<file path="src/rtl/vscale_htif_pkg.sv">
// Shared constants and FSM state type for the HTIF host-side controller.
package vscale_htif_pkg;

  localparam int unsigned HTIF_PCR_WIDTH     = 64;
  localparam logic [11:0] CSR_ADDR_TO_HOST   = 12'h780;
  localparam logic [11:0] CSR_ADDR_FROM_HOST = 12'h781;
  localparam int unsigned HTIF_TOHOST_PASS   = 1;

  typedef enum logic [2:0] {
    ST_IDLE      = 3'd0,
    ST_POLL_REQ  = 3'd1,
    ST_POLL_RESP = 3'd2,
    ST_CLR_REQ   = 3'd3,
    ST_CLR_RESP  = 3'd4,
    ST_WR_REQ    = 3'd5,
    ST_WR_RESP   = 3'd6,
    ST_DONE      = 3'd7
  } htif_state_e;

endpackage

</file>
<file path="src/rtl/vscale_htif_interval_timer.sv">
// Poll-interval down-counter: reloads to LOAD_VAL, decrements to zero and holds there.
module vscale_htif_interval_timer
  import vscale_htif_pkg::*;
#(
  parameter int unsigned LOAD_VAL = 16
) (
  input  logic clk,
  input  logic reset,
  input  logic load,
  input  logic dec,
  output logic zero
);

  localparam int unsigned CNT_W = $clog2(LOAD_VAL + 1);

  logic [CNT_W-1:0] count;

  always_ff @(posedge clk) begin
    if (!reset) begin
      count <= CNT_W'(LOAD_VAL);
    end else if (load) begin
      count <= CNT_W'(LOAD_VAL);
    end else if (dec && (count != '0)) begin
      count <= count - 1'b1;
    end
  end

  assign zero = (count == '0);

endmodule

</file>
<file path="src/rtl/vscale_htif_host_ctrl.sv">
// HTIF PCR host controller: polls tohost, clears it on exit, forwards fromhost writes.
// Optional watchdog (timeout port, MAX_CYCLES) enabled by VSCALE_HTIF_WATCHDOG_EN.
module vscale_htif_host_ctrl
  import vscale_htif_pkg::*;
#(
  parameter int unsigned PCR_WIDTH     = HTIF_PCR_WIDTH,
  parameter int unsigned POLL_INTERVAL = 16,
  parameter logic [63:0] MAX_CYCLES    = 64'd0
) (
  input  logic                 clk,
  input  logic                 reset,
  output logic                 htif_pcr_req_valid,
  input  logic                 htif_pcr_req_ready,
  output logic                 htif_pcr_req_rw,
  output logic [11:0]          htif_pcr_req_addr,
  output logic [PCR_WIDTH-1:0] htif_pcr_req_data,
  input  logic                 htif_pcr_resp_valid,
  output logic                 htif_pcr_resp_ready,
  input  logic [PCR_WIDTH-1:0] htif_pcr_resp_data,
  input  logic                 host_wr_valid,
  output logic                 host_wr_ready,
  input  logic [PCR_WIDTH-1:0] host_wr_data,
  output logic                 done,
  output logic                 pass,
  output logic [PCR_WIDTH-2:0] exit_code,
  output logic [63:0]          cycle_count
`ifdef VSCALE_HTIF_WATCHDOG_EN
  ,
  output logic                 timeout
`endif
);

  htif_state_e state_q, state_d;
  logic tmr_load, tmr_dec, tmr_zero;
  logic wr_accept, term_latch, done_set, wd_hit;

  vscale_htif_interval_timer #(
    .LOAD_VAL(POLL_INTERVAL)
  ) u_timer (
    .clk  (clk),
    .reset(reset),
    .load (tmr_load),
    .dec  (tmr_dec),
    .zero (tmr_zero)
  );

  always_comb begin
    state_d    = state_q;
    tmr_load   = 1'b0;
    tmr_dec    = 1'b0;
    wr_accept  = 1'b0;
    term_latch = 1'b0;
    done_set   = 1'b0;
    unique case (state_q)
      ST_IDLE: begin
        tmr_dec = 1'b1;
        if (wd_hit) begin
          done_set = 1'b1;
          state_d  = ST_DONE;
        end else if (host_wr_valid) begin
          wr_accept = 1'b1;
          state_d   = ST_WR_REQ;
        end else if (tmr_zero) begin
          state_d = ST_POLL_REQ;
        end
      end
      ST_POLL_REQ: if (htif_pcr_req_ready) state_d = ST_POLL_RESP;
      ST_POLL_RESP: begin
        // A nonzero tohost always wins over a watchdog expiry in the same cycle.
        if (htif_pcr_resp_valid) begin
          if (htif_pcr_resp_data != '0) begin
            term_latch = 1'b1;
            state_d    = ST_CLR_REQ;
          end else if (wd_hit) begin
            done_set = 1'b1;
            state_d  = ST_DONE;
          end else begin
            tmr_load = 1'b1;
            state_d  = ST_IDLE;
          end
        end
      end
      ST_CLR_REQ: if (htif_pcr_req_ready) state_d = ST_CLR_RESP;
      ST_CLR_RESP: begin
        if (htif_pcr_resp_valid) begin
          done_set = 1'b1;
          state_d  = ST_DONE;
        end
      end
      ST_WR_REQ: if (htif_pcr_req_ready) state_d = ST_WR_RESP;
      ST_WR_RESP: begin
        if (htif_pcr_resp_valid) begin
          if (wd_hit) begin
            done_set = 1'b1;
            state_d  = ST_DONE;
          end else begin
            tmr_load = 1'b1;
            state_d  = ST_IDLE;
          end
        end
      end
      ST_DONE: state_d = ST_DONE;
      default: state_d = ST_IDLE;
    endcase
  end

  // Request outputs are registered from the next state so they stay put while stalled.
  always_ff @(posedge clk) begin
    if (!reset) begin
      state_q            <= ST_IDLE;
      htif_pcr_req_valid <= 1'b0;
      htif_pcr_req_rw    <= 1'b0;
      htif_pcr_req_addr  <= '0;
      done               <= 1'b0;
      pass               <= 1'b0;
      exit_code          <= '0;
      cycle_count        <= '0;
    end else begin
      state_q            <= state_d;
      htif_pcr_req_valid <= (state_d == ST_POLL_REQ) || (state_d == ST_CLR_REQ) ||
                            (state_d == ST_WR_REQ);
      htif_pcr_req_rw    <= (state_d == ST_CLR_REQ) || (state_d == ST_WR_REQ);
      if (state_d == ST_WR_REQ) begin
        htif_pcr_req_addr <= CSR_ADDR_FROM_HOST;
      end else if ((state_d == ST_POLL_REQ) || (state_d == ST_CLR_REQ)) begin
        htif_pcr_req_addr <= CSR_ADDR_TO_HOST;
      end else begin
        htif_pcr_req_addr <= '0;
      end
      if (term_latch) begin
        exit_code <= htif_pcr_resp_data[PCR_WIDTH-1:1];
        pass      <= (htif_pcr_resp_data == PCR_WIDTH'(HTIF_TOHOST_PASS));
      end
      if (done_set) done <= 1'b1;
      if (!done && !(&cycle_count)) cycle_count <= cycle_count + 64'd1;
    end
  end

  always_ff @(posedge clk) begin
    if (wr_accept) begin
      htif_pcr_req_data <= host_wr_data;
    end else if (state_d != ST_WR_REQ) begin
      htif_pcr_req_data <= '0;
    end
  end

  // IDLE also sinks stray responses left over from an aborted transaction.
  assign htif_pcr_resp_ready = reset && ((state_q == ST_IDLE) || (state_q == ST_POLL_RESP) ||
                               (state_q == ST_CLR_RESP) || (state_q == ST_WR_RESP) ||
                               (state_q == ST_DONE));
  assign host_wr_ready = reset && wr_accept;

`ifdef VSCALE_HTIF_WATCHDOG_EN
  assign wd_hit = (MAX_CYCLES != 64'd0) && (cycle_count >= MAX_CYCLES);

  always_ff @(posedge clk) begin
    if (!reset) begin
      timeout <= 1'b0;
    end else if (done_set && (state_q != ST_CLR_RESP)) begin
      timeout <= 1'b1;
    end
  end
`else
  assign wd_hit = 1'b0 && (MAX_CYCLES != 64'd0);
`endif

endmodule

</file>
<file path="config.mk">
export PLATFORM = sky130hd
export DESIGN_NAME = vscale_htif_host_ctrl
export DESIGN_NICKNAME = d
export VERILOG_FILES = /design/src/rtl/vscale_htif_pkg.sv /design/src/rtl/vscale_htif_interval_timer.sv /design/src/rtl/vscale_htif_host_ctrl.sv
export SDC_FILE = /design/constraint.sdc
export NUM_CORES = 1
export LEC_CHECK = 0
export BUFFER_PORTS_ARGS = -buffer_cell sky130_fd_sc_hd__buf_4
export CAP_MARGIN = 5
export CORE_MARGIN = 8
export CORE_UTILIZATION = 53
export DETAILED_ROUTE_END_ITERATION = 7
export PLACE_DENSITY = 0.85
export SLEW_MARGIN = 20
export SYNTH_ARGS = -nofsm -noshare
export SYNTH_HDL_FRONTEND = slang
export SYNTH_SLANG_ARGS = --single-unit
</file>
<file path="constraint.sdc">
create_clock -name clk -period 12.1 [get_ports clk]
set_input_delay 2.42 -clock clk [delete_from_list [all_inputs] [get_ports clk]]
set_output_delay 2.42 -clock clk [all_outputs]
set_load 0.05 [all_outputs]
</file>
After elaboration in Yosys (flattened, before gate mapping). Index checks and enable logic that the tools add are counted.

Flip-flop bits (word level): 215. Input port bits: 133. Output and inout port bits: 209. Word-level logic and storage cells: 72.

$add $sub $neg: 2. Equal/unequal tests: 12. Multiplexer cells: 25. Bitwise operators: 1. Reduce and logical (&&, ||, !) cells: 21.

Operator list (number): 2-to-1 mux 64 bit (2); adder 64 x 1 -> 64 bit, second input constant (1); equality test 64 x 1 -> 1 bit, second input constant (1); AND reduction 64 bit (1); nonzero test 64 bit (1); 2-to-1 mux 3 bit (8); one-hot mux 3 bit (8 select lines) (1); 2-to-1 mux 11 bit (2); equality test 3 bit, second input constant (5); 2-to-1 mux 1 bit (10); equality test 3 x 2 -> 1 bit, second input constant (3); logical OR 1 bit (7); equality test 3 x 1 -> 1 bit, second input constant (2); zero test 5 bit (1); nonzero test 5 bit (1); subtractor 5 x 1 -> 5 bit, second input constant (1); logical AND 1 bit (4); OR reduction 2 bit (2); zero test 3 bit (1); != test 3 bit, second input constant (1); zero test 1 bit (2); 2-to-1 mux 2 bit (1); one-hot mux 1 bit (2 select lines) (1); nonzero test 2 bit (1); inverter 1 bit (1).

Logic depth before layout (Yosys ltp).
Depth in word-level cells: 8. Depth in mapped cells: 10. Mapped depth without buffers: 8.

Modules after synthesis. A second synthesis with hierarchy kept.

Cell total of the unflattened synthesis: 948. Area, all modules: 8988.6 um2.

By module, submodules not included: vscale_htif_host_ctrl (times used 1, cells each 921, area each 8739.6 um2, seq. area each 4624.4 um2); vscale_htif_interval_timer (times used 1, cells each 27, area each 249.0 um2, seq. area each 100.1 um2).

Least setup slack after synthesis. OpenSTA, ideal clock, no wires.

Path kind: input -> register. From: in htif_pcr_resp_data[43]. To: reg htif_pcr_req_data[0] (enable). Arrival time: 5315 ps. Path slack: 5801 ps. Stages: 5. Path buffers: 0. Cells stage by stage: nor4_1 -> nand4_1 -> nor4_1 -> a41o_1 -> nand4_1.

Longest elaborated chain between the ends: 6.

RTL lines: from (decl) (line vscale_htif_host_ctrl.sv:19) `input logic [PCR_WIDTH-1:0] htif_pcr_resp_data,`; nonzero test 64 bit (line vscale_htif_host_ctrl.sv:71) `if (htif_pcr_resp_data != '0) begin`; 2-to-1 mux 2 bit (line vscale_htif_host_ctrl.sv:71); 2-to-1 mux 3 bit (line vscale_htif_host_ctrl.sv:70) `if (htif_pcr_resp_valid) begin`; one-hot mux 3 bit (8 select lines) (line vscale_htif_host_ctrl.sv:54) `unique case (state_q)`; != test 3 bit (line vscale_htif_host_ctrl.sv:142) `end else if (state_d != ST_WR_REQ) begin`; nonzero test 2 bit (no line); to (signal assigned) (line vscale_htif_host_ctrl.sv:141) `htif_pcr_req_data <= host_wr_data;`; to (decl) (line vscale_htif_host_ctrl.sv:16) `output logic [PCR_WIDTH-1:0] htif_pcr_req_data,`.

No other way between the ends. A chain may end at the register's enable or synchronous reset.

Worst setup path in the final report.
From: in reset. To: out host_wr_ready.

Longest elaborated chain between the ends: 1.

RTL lines: from (decl) (line vscale_htif_host_ctrl.sv:11) `input logic reset,`; logical AND 1 bit (line vscale_htif_host_ctrl.sv:151) `assign host_wr_ready = reset && wr_accept;`; to (decl) (line vscale_htif_host_ctrl.sv:21) `output logic host_wr_ready,`.

No other way between the ends.

==> metrics.yaml <==
finalSetupViolations: 0
wl_per_cell_um: 19.0
grt_pass1_vias: 8183
start_util_pct: 54.3
syn_area_um2: 9010
rsz0062_at_grt: "false"
insertedDiodeCount: 0
synth_top_family_by_area: "simple AND/OR/NAND/NOR gates"
core_um2: 16600
place_congestion: 0.819
cts-root-buf: "clkbuf_16"
worst_pin_slew_ns: 1.04
clk_latency_ns: 0.50
muxShareOfSynthArea_pct: 1.44
grt_max_degree: 127
overflow: 0
drv_slew: 0
irDropWorstVdd_v: 0.000147
synth_area_leaders: "dfxtp_1 (31%), edfxtp_1 (21%), and3_1 (5.3%)"
power_density_nw_per_um2: 196
ctsHoldBuffers: 0
worstSetupPathType: "input port to output port"
drv_cap: 0
antenna_found_initial: 0
die_w_um: 146
yosysTopAreaCell: "dfxtp_1"
viasPerCell: 5.70
cts.sinks: 204
hold_violations: 0
layout-drive-gt1-share_pct: 31.0
final_cell_mix: "buf_4 (340), dfxtp_1 (140), nand2_1 (115), nand3_1 (86), o21ai_0 (83)"
area_growth_pct: 35.3
syn-instance-count: 955
htreeDepth: 1
max-slew-margin-rel_pct: 31.0
critPathCaptureType: "output port"
hpwlAfterDp_um: 20400
cts_resized: 0
worstSetupStartpointType: "input port"
grt_pass1_wl_um: 43700
final_common_cell: "buf_4"
synth.yosys.seq_area_share_pct: 52.5
layout.cells.non_filler: 1482
synth_fa_ha_area_share_pct: 0.278
synth-compound-area-share_pct: 10.7
max_freq_ghz: 0.147
final_cell_area_um2: 12200
place_area_um2: 11500
worst_slack_ns: 5.29
numPortBuffers: 334
post-place-ws_ns: 5.36
wirelength_um: 28200
cp_data_arrival_time_ns: 4.39
drtIter0Drc: 599
cts_buffers: 22
outcome: "completed"
synth.distinct_cells: 62
finalCriticalPeriod_ns: 6.81
antenna_left: 0
via_count: 8450
finalSetupTns_ns: 0
synth_simple_gate_area_share_pct: 28.0
p_leak_uw: 0.00533
synthXorXnorAreaFrac_pct: 2.04
cp_max_fo: 80
hold_path_class: "flop to flop"
synth_edf_count: 64
cts_buffer_depth: 3
yosys_most_used_dff: "dfxtp_1"
clkSlewWorstSetupHoldPaths_ns: 0.06
yosysTopAreaCellShare_pct: 31.1
track_usage_pct: 24.8
place_inst: 1442
io_pins: 342
ys_async_sr_fraction_pct: 0
avgSynthCellArea_um2: 9.43
fin_skew_ns: 0.0150
die_area_um2: 21400
drc: 0
fp.dieH_um: 146
nets: 1381
cts_setup_buffers: 0
num_rows: 47
first_pass_iters: 5
ys.warnings.count: 0
cp.required_ns: 9.68
p_total_uw: 2380
synth.ff_latch_count: 204
cts_tree: "yes"
fin_crit_sh_pct: 56.2
## flip-flops by register name (all words and copies together), names as in the netlist
| name | flops |
|---|---|
| cycle_count | 64 |
| htif_pcr_req_data | 64 |
| exit_code | 63 |
| u_timer.count | 5 |
| state_q | 3 |
| htif_pcr_req_addr | 2 |
| done | 1 |
| htif_pcr_req_rw | 1 |
| pass | 1 |
## per-stage QoR
stage	hold WS [ns]	utilization [%]
after floorplan	0.455	-
after global placement	0.454	69.1
after detailed placement	0.463	69.1
after CTS	0.472	73.5
after global routing	0.491	73.5
final	0.470	73.5
## power by group
group          leakage [uW]  total [uW]  internal (uW)  switching (uW)
clock              0.000361         669            405             264
sequential          0.00185         906            852            54.2
combinational       0.00312         810            222             588
## cell families after synthesis
logic type / Yosys count
xor gates and xnor gates: 21
AOI/OAI and AO/OA: 165
adders and majority gates: 2
DFF: 204
buffers and inverters: 92
other: 1
muxes: 13
and+or+nand+nor: 457
## routing by layer
layer	share of wire [%]	track usage (%)
met1	38	28.1
met2	49	42.5
met3	10	9.02
met4	3.0	8.19
met5	0	0
## synthesized netlist by cell type, drive strengths merged, types with 3 or more instances
library cell,count
o31ai,7
or2,3
or3,17
nand3,87
and4,8
inv,13
nor2,33
o211ai,3
nor4,30
xnor2,15
nand2,116
nand3b,4
nor3,13
buf,30
and3,77
a21oi,33
nand2b,18
mux2i,13
and2,9
clkbuf,49
or4,9
o21ai,86
xor2,6
o21a,10
edfxtp,64
a31oi,3
nand4,26
a211oi,10
dfxtp,140
## cell type report
| cell class | instances | area [um^2] |
|---|---|---|
| clock buffer | 34 | 677 |
| clock inverter | 6 | 52.6 |
| fill | 1222 | 4400 |
| inverter | 13 | 48.8 |
| multi-input combinational | 665 | 3860 |
| sequential | 204 | 4720 |
| tap | 220 | 275 |
| timing repair buffer | 340 | 2550 |
## critical path, cell delays in order
cell and delay (ns):
buf_4 0.61, inv_1 0.58, buf_4 0.40, nor2_1 0.13
buf_4 0.21
## final timing paths
check | from | end | depth (start not counted) | slack, ns
max | reset | host_wr_ready | 5 | 5.29
min | exit_code[19]$_SDFFE_PN0P_ | exit_code[19]$_SDFFE_PN0P_ | 2 | 0.47
max reg2reg | cycle_count[4]$_SDFFE_PN0P_ | cycle_count[59]$_SDFFE_PN0P_ | 6 | 9.30
min reg2reg | exit_code[19]$_SDFFE_PN0P_ | exit_code[19]$_SDFFE_PN0P_ | 2 | 0.47
(Power assumes the default switching activity.)
